--- src/rtl/matrix_addr_gen.sv ---
// Multi-lane address generator for the matrix-multiply datapath: emits LANES
// addresses per group of a row-major ROWS x COLS matrix, walked by rows or by columns.
module matrix_addr_gen #(
    parameter int LANES  = 8,
    parameter int ROWS   = 64,
    parameter int COLS   = 64,
    parameter int ADDR_W = 14
) (
    input  logic                    clk,
    input  logic                    reset,
    input  logic                    start,
    input  logic                    col_mode,
    input  logic                    enable,
    output logic [LANES*ADDR_W-1:0] addr,
    output logic                    valid,
    output logic                    busy,
    output logic                    done
);

    if ((64'd1 << ADDR_W) < (64'(ROWS) * 64'(COLS))) begin : g_addrWidthCheck
        $error("matrix_addr_gen: ADDR_W too small for ROWS*COLS");
    end
    if (((ROWS % LANES) != 0) || ((COLS % LANES) != 0)) begin : g_laneDivCheck
        $error("matrix_addr_gen: LANES must divide ROWS and COLS");
    end

    typedef enum logic [1:0] {
        IDLE = 2'd0,
        RUN  = 2'd1,
        DONE = 2'd2
    } state_t;

    localparam logic [ADDR_W-1:0] LAST_ROW_ADDR = ADDR_W'(ROWS * COLS - LANES);
    localparam logic [ADDR_W-1:0] LAST_ROW0     = ADDR_W'(ROWS - LANES);
    localparam logic [ADDR_W-1:0] LAST_COL      = ADDR_W'(COLS - 1);
    localparam logic [ADDR_W-1:0] STEP_ROW      = ADDR_W'(LANES);
    localparam logic [ADDR_W-1:0] STEP_COL      = ADDR_W'(LANES * COLS);
    localparam logic [ADDR_W-1:0] ONE           = ADDR_W'(1);

    state_t            r_state;
    state_t            w_nextState;
    logic              r_colMode;
    logic [ADDR_W-1:0] r_row0;
    logic [ADDR_W-1:0] r_col;
    logic [ADDR_W-1:0] r_addr     [LANES];
    logic [ADDR_W-1:0] w_nextAddr [LANES];
    logic [ADDR_W-1:0] w_nextRow0;
    logic [ADDR_W-1:0] w_nextCol;
    logic              w_start;
    logic              w_consume;
    logic              w_lastGroup;

    assign w_start     = ((r_state == IDLE) || (r_state == DONE)) && start;
    assign w_consume   = (r_state == RUN) && enable;
    assign w_lastGroup = r_colMode ? ((r_row0 == LAST_ROW0) && (r_col == LAST_COL))
                                   : (r_addr[0] == LAST_ROW_ADDR);

    always_ff @(negedge clk or negedge reset) begin
        if (!reset) begin
            r_state <= IDLE;
        end else begin
            r_state <= w_nextState;
        end
    end

    always_comb begin
        w_nextState = r_state;
        unique case (r_state)
            IDLE:    if (start) w_nextState = RUN;
            RUN:     if (enable && w_lastGroup) w_nextState = DONE;
            DONE:    if (start) w_nextState = RUN;
            default: w_nextState = IDLE;
        endcase
    end

    always_comb begin
        valid = (r_state == RUN);
        busy  = (r_state == RUN);
        done  = (r_state == DONE);
    end

    // Column walk steps down LANES rows at a time; at the bottom it wraps to
    // the top of the next column using the constant per-lane offset l*COLS.
    always_comb begin
        w_nextRow0 = r_row0;
        w_nextCol  = r_col;
        for (int l = 0; l < LANES; l++) begin
            w_nextAddr[l] = r_addr[l];
        end
        if (w_start) begin
            w_nextRow0 = '0;
            w_nextCol  = '0;
            for (int l = 0; l < LANES; l++) begin
                w_nextAddr[l] = col_mode ? ADDR_W'(l * COLS) : ADDR_W'(l);
            end
        end else if (w_consume && !w_lastGroup) begin
            if (!r_colMode) begin
                for (int l = 0; l < LANES; l++) begin
                    w_nextAddr[l] = r_addr[l] + STEP_ROW;
                end
            end else if (r_row0 != LAST_ROW0) begin
                w_nextRow0 = r_row0 + STEP_ROW;
                for (int l = 0; l < LANES; l++) begin
                    w_nextAddr[l] = r_addr[l] + STEP_COL;
                end
            end else begin
                w_nextRow0 = '0;
                w_nextCol  = r_col + ONE;
                for (int l = 0; l < LANES; l++) begin
                    w_nextAddr[l] = ADDR_W'(l * COLS) + r_col + ONE;
                end
            end
        end
    end

    always_ff @(negedge clk or negedge reset) begin
        if (!reset) begin
            r_colMode <= 1'b0;
            r_row0    <= '0;
            r_col     <= '0;
            for (int l = 0; l < LANES; l++) begin
                r_addr[l] <= ADDR_W'(l);
            end
        end else begin
            if (w_start) begin
                r_colMode <= col_mode;
            end
            r_row0 <= w_nextRow0;
            r_col  <= w_nextCol;
            for (int l = 0; l < LANES; l++) begin
                r_addr[l] <= w_nextAddr[l];
            end
        end
    end

    for (genvar g = 0; g < LANES; g++) begin : g_pack
        assign addr[g*ADDR_W +: ADDR_W] = r_addr[g];
    end

endmodule

--- config.mk ---
export PLATFORM = sky130hd
export DESIGN_NAME = matrix_addr_gen
export DESIGN_NICKNAME = d
export VERILOG_FILES = /design/src/rtl/matrix_addr_gen.sv
export SDC_FILE = /design/constraint.sdc
export NUM_CORES = 1
export LEC_CHECK = 0
export ABC_AREA = 0
export BUFFER_PORTS_ARGS = -buffer_cell sky130_fd_sc_hd__buf_2
export CORE_MARGIN = 2
export CORE_UTILIZATION = 40
export DETAILED_ROUTE_END_ITERATION = 12
export MAX_ROUTING_LAYER = met4
export PLACE_DENSITY_LB_ADDON = 0.1
export SKIP_CTS_REPAIR_TIMING = 1
export SLEW_MARGIN = 10
export SYNTH_ARGS = -nofsm -noshare
export SYNTH_HDL_FRONTEND = slang
export SYNTH_SLANG_ARGS = --single-unit
--- constraint.sdc ---
create_clock -name clk -period 2.86 [get_ports clk]
set_input_delay 0.572 -clock clk [delete_from_list [all_inputs] [get_ports clk]]
set_output_delay 0.572 -clock clk [all_outputs]
set_load 0.02 [all_outputs]
# Word-level counts from Yosys, hierarchy flattened
# Cells that the tools add are included.
# op_classes
n_addsub	32
n_eq_ne	9
mux	23
reduce_logical	14
# ops
operator	n
two-way mux 112 bit	4
adder 14 x 4 -> 14 bit (second input constant)	9
adder 14 x 1 -> 14 bit (second input constant)	8
adder 14 x 10 -> 14 bit (second input constant)	8
two-way mux 14 bit	8
adder 9 x 14 -> 14 bit (first input constant)	4
two-way mux 9 bit	4
adder 8 x 14 -> 14 bit (first input constant)	2
equality test 14 x 6 -> 1 bit (second input constant)	2
two-way mux 8 bit	2
adder 7 x 14 -> 14 bit (first input constant)	1
equality test 14 x 12 -> 1 bit (second input constant)	1
inequality test 14 x 6 -> 1 bit (second input constant)	1
two-way mux 7 bit	1
logical AND 1 bit	5
two-way mux 2 bit	2
inequality test 2 x 1 -> 1 bit (second input constant)	2
case mux 2 bit (2 select lines)	1
AND reduction 2 bit	2
nonzero test 2 bit	2
AND reduction 3 bit	1
equality test 2 x 1 -> 1 bit (second input constant)	1
equality test 2 bit (second input constant)	1
logical NOT 2 bit	1
5 further kinds	5
# totals
regBits	143
out_inout_bits	115
wordCells	90

# Logic depth before layout (Yosys ltp)
# logic_depth
depth_word	7
ltp_mapped	10
mapped_depth_nobuf	7

==> impl_metrics.tcl <==
set metrics [dict create \
    routabilityCongestion 0.935 \
    fin_skew_ns 0.0591 \
    failed_checks "negative setup slack" \
    areaGrowthSynthToFinish_pct 46.2 \
    synth.top_cell.area_share 0.337 \
    fin_nets 1383 \
    clock_path_buffers 2 \
    required_ns 2.29 \
    drc 0 \
    vdd_drop_max_mv 0.677 \
    critical_path.max_fanout 3 \
    routed_wl_um 33800 \
    syn_inst 1078 \
    synthArstFlopShare 1.00 \
    hold_start "r_row0[9]" \
    synth.area.top_cells "dfrtn_1 (34%), o21ai_0 (6.0%), nor2_1 (4.3%)" \
    grt_pass1_vias 8586 \
    max_slew_margin 0.506 \
    setup_viol_count_final 125 \
    synth_edf_count 0 \
    grt_pass1_wl_um 50100 \
    whs_ns 0.460 \
    htree_levels 4 \
    synth_top_area_cell "dfrtn_1" \
    rsz0062_at_grt "yes" \
    power_leakage_uw 0.00582 \
    ant_nets 0 \
    drtIter0Drc 962 \
    io_pins 120 \
    tightest_slew_ns 0.741 \
    slew_viol_final 0 \
    cap_viol_max_count 0 \
    grt_max_degree 57 \
    syn_nets 1101 \
    cts-root-buf "clkbuf_16" \
    grt_overflow 0 \
    stdcell_count 1653 \
    final_cell_mix "buf_4 (225), dfrtn_1 (119), buf_6 (108)" \
    die_x_um 153 \
    clock_latency_ns 0.45 \
    worstPathArrival_ns 2.62 \
    hold_path_class "register to register" \
    die_h_um 153 \
    seq_area_frac_synth 0.346 \
    diodes 0 \
    r2r-start "r_col[0]" \
    layout_commonest_cell "buf_4" \
    status "complete, but fails checks" \
    syn-cell-area_mm2 0.00884 \
    crit_type "register to primary output" \
    cts_made_buffers 17 \
    power_density_mw_per_mm2 892 \
    io_buffers 119 \
    reg2reg_depth 8 \
    yosys_most_used_dff "dfrtn_1" \
    holdPathStages 1 \
    dp_cells 1544 \
    clk_pin_slew_worst_paths_ns 0.04 \
    syn_area_per_cell_um2 8.20 \
    cts_tree "done" \
    synth_cell_type_count 78 \
    coreArea_mm2 0.0218 \
    firstDrtPassIters 5 \
    cts.sinks 122 \
    dieArea_mm2 0.0233 \
    worstSetupEndpointType "primary output" \
    ys_seq_elements 122 \
    grt_usage 0.282 \
    grt_antenna_before_repair 0 \
    r2r_slack_ns 0.17 \
    dp_hpwl_um 23500 \
    fin_ws_ns -0.332 \
    post_drt_wl_per_cell_um 20.5 \
    row_count 54 \
    hold_viol 0 \
    start_util 0.407 \
    n_fill_cell 1902 \
    crit_path_start_kind "register" \
    num_vias 9600 \
    routed_via_density 5.81 \
    r2r_end "addr[22]" \
    drive_gt1_frac 0.333 \
    whs_endpoint "r_row0[9]" \
    yosysWarnings 0 \
]
-- report_power, final --
part | switching (µW) | internal [µW]
Sequential | 553 | 2330
Clock | 918 | 1410
Combinational | 3160 | 3170
-- area by class of cell --
| cell class | instances | area, µm² | area share |
|---|---|---|---|
| repair buffers | 357 | 3330 | 0.257 |
| flip-flops and latches | 122 | 3060 | 0.236 |
| multi-input cells | 842 | 5510 | 0.426 |
| well taps | 280 | 350 | 0.0271 |
| inverters | 17 | 63.8 | 0.00493 |
| clock inverters | 16 | 180 | 0.0139 |
| clock buffers | 19 | 443 | 0.0342 |
-- cells by family after synthesis --
| kind of cell | after synthesis | share of synthesized area |
|---|---|---|
| AOI/OAI and AO/OA | 362 | 0.275 |
| xor gates and xnor gates | 56 | 0.0555 |
| adders and majority gates | 18 | 0.0255 |
| buffers and inverters | 115 | 0.0644 |
| DFF | 122 | 0.346 |
| muxes | 11 | 0.0136 |
| and+or+nand+nor | 394 | 0.221 |
-- worst max-delay path: stages (launching register included) --
cell,delay [ns]
dfrtn_1,0.45
nor2b_4,0.19
buf_4,0.15
-- metal layers --
layer,wire (µm),track usage,vias up,share of wire
met3,2100,0.0484,58,0.062
li1,-,-,4553,-
met1,15000,0.387,4640,0.44
met4,718,0.0864,0,0.021
met5,0,-,-,0
met2,16000,0.428,349,0.47
-- cell usage after synthesis, drive strengths merged, types with 4 or more instances --
library cell and count:
dfrtn 119, o21ai 113, nor2 101, nand2 96, a21oi 69, nand3 65
clkbuf 50, buf 47, xnor2 32, and3 29, xor2 24, o31ai 21
a31oi 20, o211ai 19, and2 18, ha 18, nor2b 18, inv 16
nor3 16, nand4 13, o221a 13, a211oi 12, nor4 12, or3 12
o311ai 11, a21o 8, mux2 8, a32o 6, o22ai 6, o31a 6
a211o 5, a221o 5, a22o 5, and4 5, o41ai 5, a221oi 4
o21a 4, o21bai 4
-- state kept, by name, summed over array words and instances, names as in the netlist --
signal,count
addr,94
r_col,14
r_row0,11
r_state,2
r_colMode,1
-- stage by stage --
stage                     worst slack (ns)  power, µW  TNS [ns]  instance area [µm²]   util
after global routing                -0.381      12200    -22.74                12900  0.594
after global placement              -0.692       7630    -55.46                10800  0.496
final                               -0.332      11500    -18.27                12900  0.594
after CTS                           -0.352      10100    -31.88                11400  0.524
after floorplan                     -0.277       5670    -14.07                 9050      -
after detailed placement            -0.677       7700    -56.17                10800  0.496
-- how the worst max path moves through the flow --
| stage | startpoint | end | cells past startpoint |
|---|---|---|---|
| detailed placement | enable | addr[31] | 6 |
| global route | r_state[1] | done | 2 |
| CTS | r_state[0] | busy | 2 |
| finish | r_state[0] | busy | 2 |
| floorplan | enable | addr[35] | 7 |
| global placement | enable | addr[31] | 6 |
Note: power is estimated with default switching activity, not from simulation.
